$ cat src/rtl/axis_burst_gate.sv
// Burst gate between the ramp generator and the DAC AXI-Stream input.
// Forwards upstream beats only inside programmed burst windows and zero-fills everything else.
module axis_burst_gate #(
    parameter int DATA_WIDTH = 256,
    parameter int CNT_WIDTH  = 32,
    parameter int UR_WIDTH   = 16
) (
    input  logic                    M_AXIS_ACLK,
    input  logic                    M_AXIS_ARESETN,
    input  logic                    start,
    input  logic                    stop,
    input  logic                    continuous,
    input  logic [CNT_WIDTH-1:0]    burst_len,
    input  logic [CNT_WIDTH-1:0]    gap_len,
    input  logic [DATA_WIDTH-1:0]   S_AXIS_TDATA,
    input  logic                    S_AXIS_TVALID,
    input  logic                    S_AXIS_TLAST,
    output logic                    S_AXIS_TREADY,
    output logic [DATA_WIDTH-1:0]   M_AXIS_TDATA,
    output logic [DATA_WIDTH/8-1:0] M_AXIS_TSTRB,
    output logic                    M_AXIS_TVALID,
    output logic                    M_AXIS_TLAST,
    input  logic                    M_AXIS_TREADY,
    output logic                    busy,
    output logic                    burst_done,
    output logic [UR_WIDTH-1:0]     underrun_count
);

    typedef enum logic [1:0] {IDLE, BURST, GAP} state_t;

    state_t                  state_reg, state_next;
    logic [CNT_WIDTH-1:0]    remaining_reg, remaining_next;
    logic                    burst_done_reg, burst_done_next;
    logic [DATA_WIDTH-1:0]   tdata_reg, tdata_next;
    logic                    tlast_reg, tlast_next;
    logic                    tvalid_reg;
    logic [UR_WIDTH-1:0]     underrun_reg, underrun_next;

    logic advance;
    logic slot_take;
    logic last_slot;
    logic unused_tlast;

    // Upstream framing is meaningless here; bursts are framed by burst_len alone.
    assign unused_tlast = S_AXIS_TLAST;

    assign advance   = !tvalid_reg || M_AXIS_TREADY;
    assign slot_take = (state_reg == BURST) && advance && !stop;
    assign last_slot = (remaining_reg == CNT_WIDTH'(1));

    always_ff @(posedge M_AXIS_ACLK) begin
        if (!M_AXIS_ARESETN) begin
            state_reg      <= IDLE;
            remaining_reg  <= '0;
            burst_done_reg <= 1'b0;
        end else begin
            state_reg      <= state_next;
            remaining_reg  <= remaining_next;
            burst_done_reg <= burst_done_next;
        end
    end

    always_comb begin
        state_next      = state_reg;
        remaining_next  = remaining_reg;
        burst_done_next = 1'b0;
        if (stop) begin
            state_next     = IDLE;
            remaining_next = '0;
        end else begin
            case (state_reg)
                IDLE: begin
                    if (start && burst_len != '0) begin
                        state_next     = BURST;
                        remaining_next = burst_len;
                    end
                end
                BURST: begin
                    if (advance) begin
                        if (last_slot) begin
                            burst_done_next = 1'b1;
                            if (continuous && gap_len != '0) begin
                                state_next     = GAP;
                                remaining_next = gap_len;
                            end else if (continuous && burst_len != '0) begin
                                state_next     = BURST;
                                remaining_next = burst_len;
                            end else begin
                                state_next     = IDLE;
                                remaining_next = '0;
                            end
                        end else begin
                            remaining_next = remaining_reg - CNT_WIDTH'(1);
                        end
                    end
                end
                GAP: begin
                    if (advance) begin
                        // A burst_len cleared during the gap ends the sequence rather than
                        // entering BURST with nothing to count down.
                        if (last_slot) begin
                            if (burst_len != '0) begin
                                state_next     = BURST;
                                remaining_next = burst_len;
                            end else begin
                                state_next     = IDLE;
                                remaining_next = '0;
                            end
                        end else begin
                            remaining_next = remaining_reg - CNT_WIDTH'(1);
                        end
                    end
                end
                default: begin
                    state_next     = IDLE;
                    remaining_next = '0;
                end
            endcase
        end
    end

    always_comb begin
        tdata_next    = tdata_reg;
        tlast_next    = tlast_reg;
        underrun_next = underrun_reg;
        if (advance) begin
            tdata_next = '0;
            tlast_next = 1'b0;
            if (slot_take) begin
                tlast_next = last_slot;
                if (S_AXIS_TVALID) begin
                    tdata_next = S_AXIS_TDATA;
                end else if (underrun_reg != '1) begin
                    underrun_next = underrun_reg + UR_WIDTH'(1);
                end
            end
        end
    end

    always_ff @(posedge M_AXIS_ACLK) begin
        if (!M_AXIS_ARESETN) begin
            tdata_reg    <= '0;
            tlast_reg    <= 1'b0;
            tvalid_reg   <= 1'b0;
            underrun_reg <= '0;
        end else begin
            tdata_reg    <= tdata_next;
            tlast_reg    <= tlast_next;
            tvalid_reg   <= 1'b1;
            underrun_reg <= underrun_next;
        end
    end

    assign S_AXIS_TREADY  = slot_take;
    assign M_AXIS_TDATA   = tdata_reg;
    assign M_AXIS_TSTRB   = '1;
    assign M_AXIS_TVALID  = tvalid_reg;
    assign M_AXIS_TLAST   = tlast_reg;
    assign busy           = (state_reg != IDLE);
    assign burst_done     = burst_done_reg;
    assign underrun_count = underrun_reg;

endmodule

$ cat config.mk
export PLATFORM = sky130hd
export DESIGN_NAME = axis_burst_gate
export DESIGN_NICKNAME = d
export VERILOG_FILES = /design/src/rtl/axis_burst_gate.sv
export SDC_FILE = /design/constraint.sdc
export NUM_CORES = 1
export LEC_CHECK = 0
export ABC_AREA = 1
export ABC_CLOCK_PERIOD_IN_PS = 2000
export CAP_MARGIN = 5
export CORE_AREA = 2 2 245 247
export CTS_BUF_LIST = sky130_fd_sc_hd__clkbuf_16
export DETAILED_ROUTE_END_ITERATION = 8
export DIE_AREA = 0 0 247 249
export PLACE_DENSITY_LB_ADDON = 0.05
export SLEW_MARGIN = 10
export SYNTH_ARGS = -nofsm -noshare
export SYNTH_HDL_FRONTEND = slang
export SYNTH_SLANG_ARGS = --single-unit
$ cat constraint.sdc
create_clock -name M_AXIS_ACLK -period 2 [get_ports M_AXIS_ACLK]
set_input_delay 0.4 -clock M_AXIS_ACLK [delete_from_list [all_inputs] [get_ports M_AXIS_ACLK]]
set_output_delay 0.4 -clock M_AXIS_ACLK [all_outputs]
set_load 0.005 [all_outputs]
# Word-level counts from Yosys, hierarchy flattened
# Cells that the tools add are included.
[op_classes] n_addsub=2 multipliers=0 div_mod_pow=0 order_cmp=0 eq_ne=9 shifts=0 n_mux=23 bitwise_logic=4 n_reduce_logical=17
[op_table] op="256-bit two-way mux" count=2
[op_table] op="32-bit two-way mux" count=8
[op_table] op="32-bit case mux with 3 select lines" count=1
[op_table] op="32-bit nonzero test" count=2
[op_table] op="32-bit by 1-bit equality test with 1-bit output (second input constant)" count=1
[op_table] op="32-bit by 1-bit subtractor with 32-bit output (second input constant)" count=1
[op_table] op="16-bit by 1-bit adder with 16-bit output (second input constant)" count=1
[op_table] op="16-bit inequality test (second input constant)" count=1
[op_table] op="2-bit two-way mux" count=6
[op_table] op="2-bit inequality test (second input constant)" count=5
[op_table] op="2-bit case mux with 3 select lines" count=1
[op_table] op="1-bit logical AND" count=5
[op_table] op="1-bit two-way mux" count=5
[op_table] op="5-bit AND reduction" count=1
[op_table] op="1-bit inverter" count=4
[op_table] op="4-bit AND reduction" count=1
[op_table] op="4-bit OR reduction" count=1
[op_table] op="3-bit AND reduction" count=1
[op_table] op="2-bit by 1-bit equality test with 1-bit output (second input constant)" count=1
[op_table] op="2-bit equality test (second input constant)" count=1
[op_table] op="1-bit zero test" count=2
[op_table] op="2-bit zero test" count=1
[op_table] op="2-bit nonzero test" count=1
[op_table] op="2-bit OR reduction" count=1
[op_table] op="1-bit logical OR" count=1
[totals] register_bits=309 latchBits=0 mem_bits_rw=0 rom_bits=0 input_bits=328 output_inout_bits=309 wordCells=62 mem_count=0

# Longest topological paths before layout
[logic_depth] ltp_word=7 mapped_depth=16 depth_no_buf=15

# Worst setup path after synthesis
# No wires, ideal clock.
[synth_path] kind="reg2reg" from="register remaining_reg[0]" to="register remaining_reg[30]" setup_ps=132 arrival_time_ps=1708 required_time_ps=1868 slack_ps=159 stages_incl_launch_ff=12 n_path_buf=0 synth_period_minus_slack_ps=1841 cell_sequence="dfxtp_1 -> inv_1 -> ha_1 -> nand2_1 -> nor3_1 -> nand2_1 -> o21ai_0 -> nand2_1 -> a21boi_0 -> nand2_1 -> nand2_1 -> a21oi_1"
[synth_via] elab_chain_len=4 elab_cells_between_ends=7 cone_classes="add/sub: 1; eq/ne: 1; mux: 5"
[synth_lines] element="from (decl)" line="32" rtl="logic [CNT_WIDTH-1:0] remaining_reg, remaining_next;"
[synth_lines] element="from (signal assigned)" line="58" rtl="remaining_reg <= remaining_next;"
[synth_lines] element="32-bit by 1-bit subtractor with 32-bit output / 32-bit by 1-bit equality test with 1-bit output (equally long branches)" line="93, 110, 49"
[synth_lines] element="32-bit two-way mux (on tied branches)" line="101, 80"
[synth_lines] element="32-bit two-way mux (on tied branches)" line="98, 79"
[synth_lines] element="32-bit case mux with 3 select lines *" line="71" rtl="case (state_reg)"
# Every way passes the cells marked *; elsewhere a longest branch is shown, timed or not. The select of a mux whose other input is x is not followed.
# A chain may end at the register's enable or synchronous reset.

# Worst setup path in the final report
[layout_path] from="register tdata_reg[89] (netlist: M_AXIS_TDATA[89])" to="output M_AXIS_TDATA[89]"
[layout_rtl] element="from (decl)" line="34" rtl="logic [DATA_WIDTH-1:0] tdata_reg, tdata_next;"
[layout_rtl] element="from (signal assigned)" line="147" rtl="tdata_reg <= tdata_next;"
[layout_rtl] element="to (decl)" line="19" rtl="output logic [DATA_WIDTH-1:0] M_AXIS_TDATA,"
# No word-level cell between the ends.

==> metrics <==
crit path launch=M_AXIS_TDATA[89]; CP Launch Type=flip-flop; final net count=between 2000 and 3000; DRT iter0 DRCs=~730; Die X=about 250 um; CTS Sinks=309; data required time of the worst path=1.60 ns; RSZ-0062 raised after global routing=yes; Worst Path Arrival=between 1.5 and 2 ns; Slew headroom=just over 50%; YS warnings=0; register area=around 6200 um^2; final setup TNS=0 ns; drt drc=0; max_cap viols=0; Fmax=~520 MHz; period utilization=between 90% and 100%; first drt pass iteration count=5; Port Buffers=~600; share of layout cells above drive strength 1=roughly an eighth; Slew @ Worst Pin=around 0.73 ns; Final Cell Area=23000 um^2; antenna violations before repair=14; CP endpoint kind=primary output; DR WL/cell=approximately 20 um; Max VDD drop=between 0.0005 and 0.0006 V; fin crit period=slightly below 2 ns; Post-Layout Cell Count=3224; final count of negative-setup-slack endpoints=0; Slowest Stage Delay on Critical Path=around 0.66 ns; CP max FO=2; Global Route Usage Sum=20.2%; post-route ant nets=0; critical path, cell by cell=clkdlybuf4s50_1; worst-skew pair later-pin latency=0.56 ns; WP buf/inv=1; pin count of the biggest net entering global routing=104; I/O Pins=roughly 640; Cells after Synth=approximately 1700; # fillers=about 6000; top cells by area, synth=dfxtp_1, a32oi_1, nor2_1; Seq/Total Area, Yosys=between 40% and 50%; final wirelength=between 60000 and 70000 um; Core Region=between 50000 and 60000 um^2; CTS tree=built; first-pass GRT wire length=95600 um; Die ar.=slightly above 60000 um^2; Pwr Density=around 700 nW/um^2; Die Y=approximately 250 um; area of the multi-input gates=between 6000 and 7000 um^2; total power=roughly 16 mW; area leader, netlist=dfxtp_1; slowest CP cell=clkdlybuf4s50_1; clk_skew=between 0.02 and 0.025 ns; Largest register FFs=roughly 260; vias in the first global route=15000; Netlist cell types=41; Crit Path Class=reg -> out; Vias=between 15000 and 20000; Slew Viols, Final=0; crit-path leading delay family=buffers and inverters; FF-to-FF Start=remaining_reg[0]; placed inst area=between 20000 and 25000 um^2; number of buffers created by CTS=40; Root Driver=clkbuf_16; Area Growth Syn to Fin=69.1%; RD Place Congestion=between 0.8 and 0.9; Clock Tree Buf Depth=3; post-DR vias/cell=~4.7; Leak Pwr=about 8.9 nW; DP HPWL=~47000 um; initial core utilization=roughly 23%; CTS clock-pin slew for the worst setup and hold paths=approximately 0.060 ns; status=finished clean; Synth top area share=45.6%; #FFs+latches synth=309; syn_area_per_cell=between 7 and 8 um^2; Hold Vio Cnt, Final=0; worst hold slack=0.429 ns; # rows=around 90; dpl cells=between 3000 and 4000; residual overflow from global routing=0; H-Tree Depth=2; HP Class=in -> reg; hold path startpoint=S_AXIS_TVALID; Cell Area, Synth=13600 um^2
## Yosys cell counts (all sizes together)
| cell | count |
|---|---|
| a31oi | 3 |
| a21oi | 60 |
| nand3 | 63 |
| o22ai | 8 |
| o21a | 1 |
| inv | 101 |
| nor2 | 369 |
| nor3b | 1 |
| ha | 3 |
| nor4 | 6 |
| or2 | 1 |
| xor2 | 20 |
| a21boi | 1 |
| a32oi | 256 |
| dfxtp | 309 |
| nand4 | 8 |
| buf | 77 |
| clkbuf | 93 |
| o21bai | 1 |
| o21ai | 19 |
| a31o | 1 |
| a22oi | 5 |
| nand2 | 304 |
| nand3b | 1 |
| and2 | 2 |
| nor3 | 21 |
| conb | 1 |
| xnor2 | 3 |
## layer usage
layer  global-route usage (%)  part of all wire, %  vias up
met5                    0.477                 0.10        -
met4                     7.26                  3.1       10
met3                     6.39                  8.1      103
met2                     35.1                   50      507
met1                     23.1                   39     7182
li1                         -                    -     7352
## metrics by stage
step           util (%)  setup slack (ns)
5_1_grt            39.1           -0.0211
4_1_cts            38.6           0.00170
3_5_place_dp       36.5            -0.588
6_report           39.1            0.0603
3_3_place_gp       36.5            -0.613
2_1_floorplan         -             0.159
## cells in the final DEF (no fill, tap or decap), types with 4 or more instances in the layout
cell / n
dfxtp_2: 11
clkdlybuf4s50_1: 597
nand2_2: 10
nor2_1: 333
nand2_1: 292
nor4_1: 6
nor2_2: 17
nor3_1: 16
a32oi_1: 256
nand3_1: 60
diode_2: 8
nor2_4: 19
a21oi_1: 56
buf_12: 25
conb_1: 32
inv_1: 101
clkinv_1: 9
clkbuf_16: 43
dfxtp_1: 298
o21ai_1: 4
o21ai_0: 15
o22ai_1: 8
clkinv_2: 5
xor2_1: 20
nand4_1: 7
inv_2: 11
buf_4: 141
## worst min-delay path, stage by stage
cell	delay (ns)
clkbuf_8	0.11
nor4_1	0.06
nand2_1	0.12
nor2_2	0.08
nand2_1	0.09
a21oi_1	0.07
## what timing repair did
item / in CTS / in global routing
setup endpoints to repair: 8 / 35
pin swaps: 1 / 18
buffers inserted: 1 / 5
hold buffers: 0 / 0
gates resized for setup: 14 / 71
cloned: 0 / 3
## where the power goes
part | internal, mW | switching [mW]
registers | 6.25 | 0.0907
clock network | 3.82 | 2.88
logic | 1.51 | 1.62
total | 11.6 | 4.59
## kinds of logic after synthesis
kind of cell | count (synthesis) | share of synthesized area, %
xor+xnor | 23 | 1.48
other cells | 1 | 0.0276
fa+ha+maj | 3 | 0.276
flops | 309 | 45.6
compound gates | 355 | 20.5
simple gates | 776 | 23.3
buf+inv | 271 | 8.86
## path summary, 6_finish.rpt
path              depth (start not counted)  slack [ns]                  to
setup / recovery                          1        0.06    M_AXIS_TDATA[89]
hold / removal                            6        0.43  underrun_count[10]
setup reg to reg                         13        0.13   remaining_reg[28]
hold reg to reg                           2        0.48   M_AXIS_TDATA[240]
## area by class of cell
type                       instances  share of cell area, %
inverter                         101                   1.68
clock inverter                    29                  0.703
antenna                            8                 0.0872
clock buffer                      41                   4.47
tap                              773                   4.21
multi-input combinational       1189                   28.4
sequential                       309                   27.0
timing repair buffer             774                   33.4
(Power assumes the default switching activity.)
